==> config.mk <==
export PLATFORM = sky130hd
export DESIGN_NAME = fun
export DESIGN_NICKNAME = d
export VERILOG_FILES = /design/src/rtl/fun_pkg.sv /design/src/rtl/fun_mult8.sv /design/src/rtl/fun.sv
export SDC_FILE = /design/constraint.sdc
export NUM_CORES = 1
export LEC_CHECK = 0
export BUFFER_PORTS_ARGS = -buffer_cell sky130_fd_sc_hd__buf_4
export CAP_MARGIN = 25
export CORE_MARGIN = 4
export CORE_UTILIZATION = 45
export DETAILED_ROUTE_END_ITERATION = 10
export REMOVE_ABC_BUFFERS = 1
export SLEW_MARGIN = 20
export SYNTH_ARGS = -nofsm -noshare
export SYNTH_HDL_FRONTEND = slang
export SYNTH_HIERARCHICAL = 1
export SYNTH_SLANG_ARGS = --single-unit
==> constraint.sdc <==
create_clock -name clk -period 7.6 [get_ports clk]
set_input_delay 1.52 -clock clk [delete_from_list [all_inputs] [get_ports clk]]
set_output_delay 1.52 -clock clk [all_outputs]
set_load 0.02 [all_outputs]
==> src/rtl/fun_pkg.sv <==
// fun_pkg: widths and FSM states shared by the cube-root multiply unit.
package fun_pkg;
  localparam int A_W = 8;
  localparam int B_W = 8;
  localparam int ROOT_W = 3;
  localparam int R_W = 11;
  typedef enum logic [2:0] {IDLE, CB_MUL, CB_WAIT, CB_STEP, MUL, MUL_WAIT} state_t;
endpackage

==> src/rtl/fun_mult8.sv <==
// mult8: 8x8->16 unsigned shift-add multiplier, one multiplier bit per cycle.
module mult8 (
  input  logic        clk,
  input  logic        rst,
  input  logic        start_i,
  input  logic [7:0]  a_i,
  input  logic [7:0]  b_i,
  output logic [15:0] p_o,
  output logic        done_o
);
  logic [15:0] acc_q, acc_d, mc_q, mc_d;
  logic [7:0]  mp_q, mp_d;
  logic [3:0]  cnt_q, cnt_d;
  logic        done_q, done_d;
  always_comb begin
    acc_d = acc_q;
    mc_d = mc_q;
    mp_d = mp_q;
    cnt_d = cnt_q;
    if (start_i) begin
      acc_d = '0;
      mc_d = {8'b0, a_i};
      mp_d = b_i;
      cnt_d = 4'd8;
    end else if (cnt_q != 4'd0) begin
      acc_d = acc_q + (mp_q[0] ? mc_q : 16'd0);
      mc_d = mc_q << 1;
      mp_d = mp_q >> 1;
      cnt_d = cnt_q - 4'd1;
    end
  end
  assign done_d = (cnt_q == 4'd1) && !start_i;
  always_ff @(posedge clk or negedge rst)
    if (!rst) begin
      acc_q <= '0;
      mc_q <= '0;
      mp_q <= '0;
      cnt_q <= '0;
      done_q <= 1'b0;
    end else begin
      acc_q <= acc_d;
      mc_q <= mc_d;
      mp_q <= mp_d;
      cnt_q <= cnt_d;
      done_q <= done_d;
    end
  assign p_o = acc_q;
  assign done_o = done_q;
endmodule

==> src/rtl/fun.sv <==
// fun: result = a * floor(cbrt(b)) via restoring cube root then multiply,
// both using one shared serial multiplier.
module fun
  import fun_pkg::*;
(
  input  logic           clk,
  input  logic           rst,
  input  logic [A_W-1:0] a_i,
  input  logic [B_W-1:0] b_i,
  input  logic           start,
  output logic [R_W-1:0] result,
  output logic           busy
);
  state_t              st_q, st_d;
  logic [A_W-1:0]      a_q, a_d;
  logic [B_W-1:0]      x_q, x_d;
  logic [ROOT_W-1:0]   y_q, y_d, y2;
  logic [2:0]          s_q, s_d;
  logic [R_W-1:0]      result_q, result_d;
  logic                mul_start, mul_done, ge;
  logic [7:0]          mul_a, mul_b;
  logic [15:0]         p;
  logic [23:0]         t;
  assign y2 = {y_q[ROOT_W-2:0], 1'b0};
  // trial value (3*y*(y+1)+1) << s, wide enough that no shift can overflow
  assign t = (({8'b0, p} << 1) + {8'b0, p} + 24'd1) << s_q;
  assign ge = {16'b0, x_q} >= t;
  assign mul_a = (st_q == MUL) ? a_q : {5'b0, y2};
  assign mul_b = (st_q == MUL) ? {5'b0, y_q} : {5'b0, 3'(y2 + 3'd1)};
  always_comb begin
    st_d = st_q;
    a_d = a_q;
    x_d = x_q;
    y_d = y_q;
    s_d = s_q;
    result_d = result_q;
    mul_start = 1'b0;
    case (st_q)
      IDLE: if (start) begin
        a_d = a_i;
        x_d = b_i;
        y_d = '0;
        s_d = 3'd6;
        st_d = CB_MUL;
      end
      CB_MUL: begin
        mul_start = 1'b1;
        y_d = y2;
        st_d = CB_WAIT;
      end
      CB_WAIT: st_d = mul_done ? CB_STEP : CB_WAIT;
      CB_STEP: begin
        if (ge) begin
          x_d = x_q - t[B_W-1:0];
          y_d = y_q + 3'd1;
        end
        s_d = (s_q == 3'd0) ? s_q : s_q - 3'd3;
        st_d = (s_q == 3'd0) ? MUL : CB_MUL;
      end
      MUL: begin
        mul_start = 1'b1;
        st_d = MUL_WAIT;
      end
      MUL_WAIT: if (mul_done) begin
        result_d = p[R_W-1:0];
        st_d = IDLE;
      end
      default: st_d = IDLE;
    endcase
  end
  always_ff @(posedge clk or negedge rst)
    if (!rst) begin
      st_q <= IDLE;
      a_q <= '0;
      x_q <= '0;
      y_q <= '0;
      s_q <= '0;
      result_q <= '0;
    end else begin
      st_q <= st_d;
      a_q <= a_d;
      x_q <= x_d;
      y_q <= y_d;
      s_q <= s_d;
      result_q <= result_d;
    end
  mult8 u_mul (
    .clk(clk),
    .rst(rst),
    .start_i(mul_start),
    .a_i(mul_a),
    .b_i(mul_b),
    .p_o(p),
    .done_o(mul_done)
  );
  assign result = result_q;
  assign busy = (st_q != IDLE);
endmodule

Word-level counts from Yosys, hierarchy flattened
Cells that the tools add are included.

operators by class
  add/subtract/negate cells = 8
  multiply operators = 0
  divide/modulo/power cells = 0
  $lt $le $gt $ge = 1
  equality and inequality tests = 10
  shift-type cells = 1
  multiplexer cells = 26
  bitwise logic cells = 0
  reductions and logical operators = 16

operators with widths
  cell                                           count
  two-way mux 16 bit                             5
  two-way mux 8 bit                              5
  >= comparator 8 x 24 -> 1 bit                  1
  two-way mux 3 bit                              8
  left shift 19 x 3 -> 24 bit                    1
  adder 18 x 1 -> 19 bit, second input constant  1
  adder 17 x 16 -> 18 bit                        1
  one-hot mux 3 bit (6 select lines)             1
  adder 16 bit                                   1
  one-hot mux 8 bit (2 select lines)             1
  one-hot mux 3 bit (3 select lines)             1
  AND reduction 3 bit                            3
  two-way mux 4 bit                              2
  subtractor 8 bit                               1
  adder 3 x 1 -> 3 bit, second input constant    2
  == test 3 x 2 -> 1 bit, second input constant  2
  == test 3 bit, second input constant           2
  zero test 3 bit                                2
  inequality test 2 bit, second input constant   3
  one-hot mux 3 bit (2 select lines)             1
  AND reduction 2 bit                            3
  nonzero test 3 bit                             2
  == test 4 x 1 -> 1 bit, second input constant  1
  nonzero test 2 bit                             2
  9 further kinds                                10

word-level totals
  register bits after elaboration = 81
  bits in latches = 0
  bits in writable memories = 0
  bits in read-only memories = 0
  input port bits = 19
  output and inout port bits = 12
  word-level logic and storage cells = 73
  memories = 0

Longest topological paths before layout
  word-level depth = 6
  depth in mapped cells = 20
  mapped depth without buffers = 18

Cells and area by module
Netlist, hierarchy kept.

modules (own cells, without submodules)
  module  times used  cells an instance  area an instance (sq um)  sequential area each (sq um)
  fun     1           446                3582.2                    900.9
  mult8   1           307                2710.1                    1126.1

Worst setup path after synthesis
Ideal clock, no wire load.

  path type = reg-to-reg
  from = reg u_mul.acc_q[0], in the netlist u_mul/p_o[0]
  to = reg x_q[4]
  setup time = 120 ps
  arrival time = 4154 ps
  required time = 7480 ps
  path slack = 3326 ps
  cell stages (with the launch flop) = 21
  buffers on the path = 2
  period minus slack after synthesis = 4274 ps
  cell sequence = dfrtp_1 -> buf_6 -> inv_1 -> fa_1 -> nand2b_1 -> a211oi_1 -> nor2_1 -> xnor2_1 -> mux4_2 -> mux2i_1 -> ha_1 -> o21a_1 -> o221ai_1 -> a221oi_1 -> o311ai_0 -> nor4_1 -> nand4_1 -> nor4_4 -> buf_6 -> a31o_2 -> a21oi_2

between the ends
  longest elaborated chain between the ends = 6
  elaborated cells on any way between the ends = 9
  those cells by class = add/sub (3); order compare (1); eq/ne (1); shift (1); mux (2); reduce/logical (1)

ends and longest elaborated chain
  element                                                                                     RTL line              RTL
  start: declaration                                                                          fun_mult8.sv:11       logic [15:0] acc_q, acc_d, mc_q, mc_d;
  start signal: assignment                                                                    fun_mult8.sv:35       acc_q <= '0;
  start signal: assignment                                                                    fun_mult8.sv:41       acc_q <= acc_d;
  adder 17 x 16 -> 18 bit *                                                                   fun.sv:26             assign t = (({8'b0, p} << 1) + {8'b0, p} + 24'd1) << s_q;
  adder 18 x 1 -> 19 bit *                                                                    fun.sv:26
  left shift 19 x 3 -> 24 bit *                                                               fun.sv:26
  >= comparator 8 x 24 -> 1 bit or subtractor 8 bit (tied branches)                           fun.sv:27, fun.sv:54
  inequality test 2 bit (no source line) or two-way mux 8 bit (tied branches)                 --
  AND reduction 3 bit (no source line) or one-hot mux 8 bit (2 select lines) (tied branches)  --
  end signal: assignment                                                                      fun.sv:75             x_q <= '0;
  end signal: assignment                                                                      fun.sv:82             x_q <= x_d;
  end: declaration                                                                            fun.sv:16             logic [B_W-1:0] x_q, x_d;

Mark *: on every way between the ends. The rest lies on a longest branch, timed or not. The select of a mux whose other input is x is not followed.
A chain may end at the register's enable or synchronous reset.

Final worst setup path
  from = reg u_mul.acc_q[0], in the netlist u_mul/p_o[0]
  to = reg y_q[0]

between the ends
  longest elaborated chain between the ends = 6

ends and longest elaborated chain
  element                                 RTL line   RTL
  adder 17 x 16 -> 18 bit                 fun.sv:26
  adder 18 x 1 -> 19 bit                  fun.sv:26
  left shift 19 x 3 -> 24 bit             fun.sv:26
  >= comparator 8 x 24 -> 1 bit           fun.sv:27  assign ge = {16'b0, x_q} >= t;
  inequality test 2 bit (no source line)  --
  AND reduction 3 bit (no source line)    --
  end signal: assignment                  fun.sv:83  y_q <= y_d;
  end: declaration                        fun.sv:17  logic [ROOT_W-1:0] y_q, y_d, y2;

No other way between the ends.

==> impl_metrics.toml <==
[clock_tree]
clkTransAtPathRegs_ps = 70
post_cts_buffers = 0
h-tree-depth = 3
cts_sinks = 81
cts_tree = "done"
cts_hold_repair.buffers = 0
root_buffer = "clkbuf_16"
cts_buffer_depth = 2
clkLatencyLatePin_ps = 340
cts_buffers = 9
ctsResizeCount = 0

[power]
power_density_mw_per_mm2 = 371
peakVddDrop_uv = 126
leakage_uw = 0.00330

[drt]
firstDrtPassIters = 5
drt-total-wl_um = 15400
drt_iter0_drc = 575
detail-route-antenna-nets = 0
viasPerCell = 5.72
drt_drc_violations_left = 0
post_drt_wl_per_cell_um = 16.3
vias = 5397

[floorplanning]
io-pin-count = 31
rows = 42
die_w_um = 126
dieArea_mm2 = 0.0159
core_mm2 = 0.0135
die_y_um = 126
start_util_pct = 46.8

[sta]
max_clock_freq_ghz = 0.185
fin_crit_sh_pct = 71.1
fin_tns_setup_ps = 0
slew-limit-headroom_pct = 40.7
rsz0062_at_grt = "no"
hold_viol = 0
setup_violations = 0
worst-slew-pin-transition_ps = 883
fin_skew_ps = 11.4
drv_slew = 0
min_period_ps = 5400

[global_route]
grt_pass1_vias = 5173
grt_pass1_wl_um = 25900
grt_start_max_net_pins = 82
antenna_found_initial = 0
track_usage_pct = 19.6
grt_overflow = 0

[logic_synthesis]
syn-instance-count = 753
ys.flop_type = "dfrtp_1"
syn_area_per_cell_um2 = 8.36
synth-seq-cells = 81
ys_async_sr_fraction_pct = 100
ys_types = 78
ys_seq_area_share_pct = 32.2
synth_edf_count = 0
synth_area_mm2 = 0.00629
ys.warnings.count = 6

[layout]
diodes = 0
nFillCells = 1299
stdcell_area_mm2 = 0.00694
regArea_mm2 = 0.00203
areaGrowthSynthToFinish_pct = 10.3
drive_gt1_share_pct = 11.1
fin_cells = 943
multi_input_area_mm2 = 0.00401
fin_nets = 830

[place]
dpl-instance-area_mm2 = 0.00661
place.gp.congestion = 1.00
dp_hpwl_um = 11300
dp_cells = 927
portBuffers = 30

[worst_setup_path]
critPathMostFrequentCell = "nor2_1"
arrival_ps = 5630
cp-start-kind = "register"
cp_slowest_cell = "nor4_4"
end_kind = "register"
crit_chain = "inv_1 -> fa_1 -> nand2b_1 -> a211oi_1 -> nor2_1 -> xnor2_1 -> mux4_2 -> mux2i_1 -> ha_1 -> o21a_1 -> o221ai_1 -> a221oi_1 -> o311ai_0 -> nor4_1 -> nand4_1 -> nor4_4 -> nor2_1 -> a2bb2oi_2"
critical_path.max_fanout = 15
criticalPathCategory = "reg2reg"
cpPeakStageDelay_ps = 780
critPathRequiredTime_ps = 7830

[run_status]
status = "finished clean"

[hold_path]
hp-class = "reg2reg"

[run]
maxCapViolations = 0
worst max-delay path: cells and delay by family (launching register included):
| family | cells | cell delay (ps) |
|---|---|---|
| simple gates | 6 | 1740 |
| xor+xnor | 1 | 150 |
| mux | 2 | 630 |
| buf+inv | 1 | 170 |
| compound gates | 6 | 1360 |
| flops | 1 | 570 |
| fa+ha+maj | 2 | 660 |
through the flow:
stage | total power [µW] | utilization (%) | hold slack, ps | worst slack, ps
3_3_place_gp | 2060 | 49.1 | 452 | 2610
2_1_floorplan | 1740 | - | 437 | 3070
4_1_cts | 2590 | 51.5 | 469 | 2240
6_report | 2580 | 51.6 | 464 | 2200
5_1_grt | 2800 | 51.6 | 478 | 1750
3_5_place_dp | 2100 | 49.1 | 455 | 2290
final timing paths:
kind / startpoint / to / slack (ps) / depth (start not counted)
max: u_mul/p_o[0] / y_q[0] / 2200 / 18
min: a_q[3] / a_q[3] / 460 / 2
max reg2reg: u_mul/p_o[0] / y_q[0] / 2200 / 18
min reg2reg: a_q[3] / a_q[3] / 460 / 2
max in group asynchronous: rst / u_mul/cnt_q[3] / 5870 / 1
min in group asynchronous: rst / u_mul/mp_q[7] / 1210 / 1
layout by cell type, fill, tap and decap left out, drive strengths merged, types with 3 or more instances in the layout:
master  count
inv        25
mux2       11
a32oi       5
or3         3
xnor2      17
o21bai      7
nor3       14
a21o       12
nand3b      3
clkbuf     12
xor2        9
a21oi      56
a211oi     10
and3        7
a31oi       6
a21boi      3
mux2i      22
nand3      14
and2       25
dfrtp      81
nor2       52
nor4        5
nor2b      13
nand2b     10
o211ai      5
a31o        4
buf        34
o21a        4
conb        5
a211o       4
fa          3
a221oi      6
ha         46
nor4b       4
nand2     137
o21ai      49
nand4       6
final cells by class:
cell class              count  area share, %
flip-flops and latches     81           29.2
well taps                 176           3.17
multi-input cells         610           57.8
clock inverters             4           1.10
inverters                  26           1.41
clock buffers              12           3.55
repair buffers             34           3.73
power by group:
part           internal [µW]  total [µW]  switching (µW)  leakage [µW]
Combinational            552        1360             810       0.00208
Clock                    298         470             173      0.000153
Sequential               563         745             182       0.00106
Total                   1410        2580            1160       0.00330
synth_stat cells, drive strengths merged, types with 3 or more instances:
master | n | area, µm²
nor2b | 13 | 88.8
nor3 | 14 | 70.1
o21bai | 7 | 52.6
nand3 | 14 | 70.1
and3 | 7 | 43.8
or3 | 3 | 18.8
a211oi | 10 | 80.1
o21ai | 49 | 249
and2 | 25 | 159
nor4 | 5 | 46.3
a31oi | 6 | 37.5
a31o | 4 | 35.0
a32oi | 5 | 43.8
a211o | 4 | 36.3
ha | 46 | 576
a21boi | 3 | 22.5
nand2 | 137 | 524
nand2b | 10 | 62.6
clkbuf | 30 | 123
nand3b | 3 | 26.3
mux2 | 11 | 124
nor2 | 52 | 195
dfrtp | 81 | 2030
a21oi | 56 | 303
xnor2 | 17 | 149
buf | 10 | 61.3
o211ai | 5 | 37.5
a21o | 12 | 90.1
a221oi | 6 | 52.6
inv | 25 | 93.8
o21a | 4 | 30.0
xor2 | 9 | 78.8
nand4 | 6 | 37.5
fa | 3 | 60.1
mux2i | 22 | 220
nor4b | 4 | 35.0
cells by family after synthesis:
group	Yosys count	share of synthesized area, %
other	1	0.0596
flip-flops	81	32.2
buffers and inverters	66	4.47
AO/OA/AOI/OAI	197	21.0
XOR/XNOR	26	3.62
AND/OR/NAND/NOR	299	22.7
adder cells (fa/ha/maj)	49	10.1
multiplexers	34	5.83
routing by layer:
metal | track usage, % | wire length, µm
met4 | 6.44 | 325
met1 | 27.5 | 7410
met3 | 2.62 | 526
met5 | 0 | 0
met2 | 31.4 | 7100
state kept, by name, summed over array words and instances (netlist names):
register      cells
a_q               8
result           11
s_q               3
st_q              3
u_mul/cnt_q       4
u_mul/done_o      1
u_mul/mc_q       16
u_mul/mp_q        8
u_mul/p_o        16
x_q               8
y_q               3
Note: power is estimated with default switching activity, not from simulation.
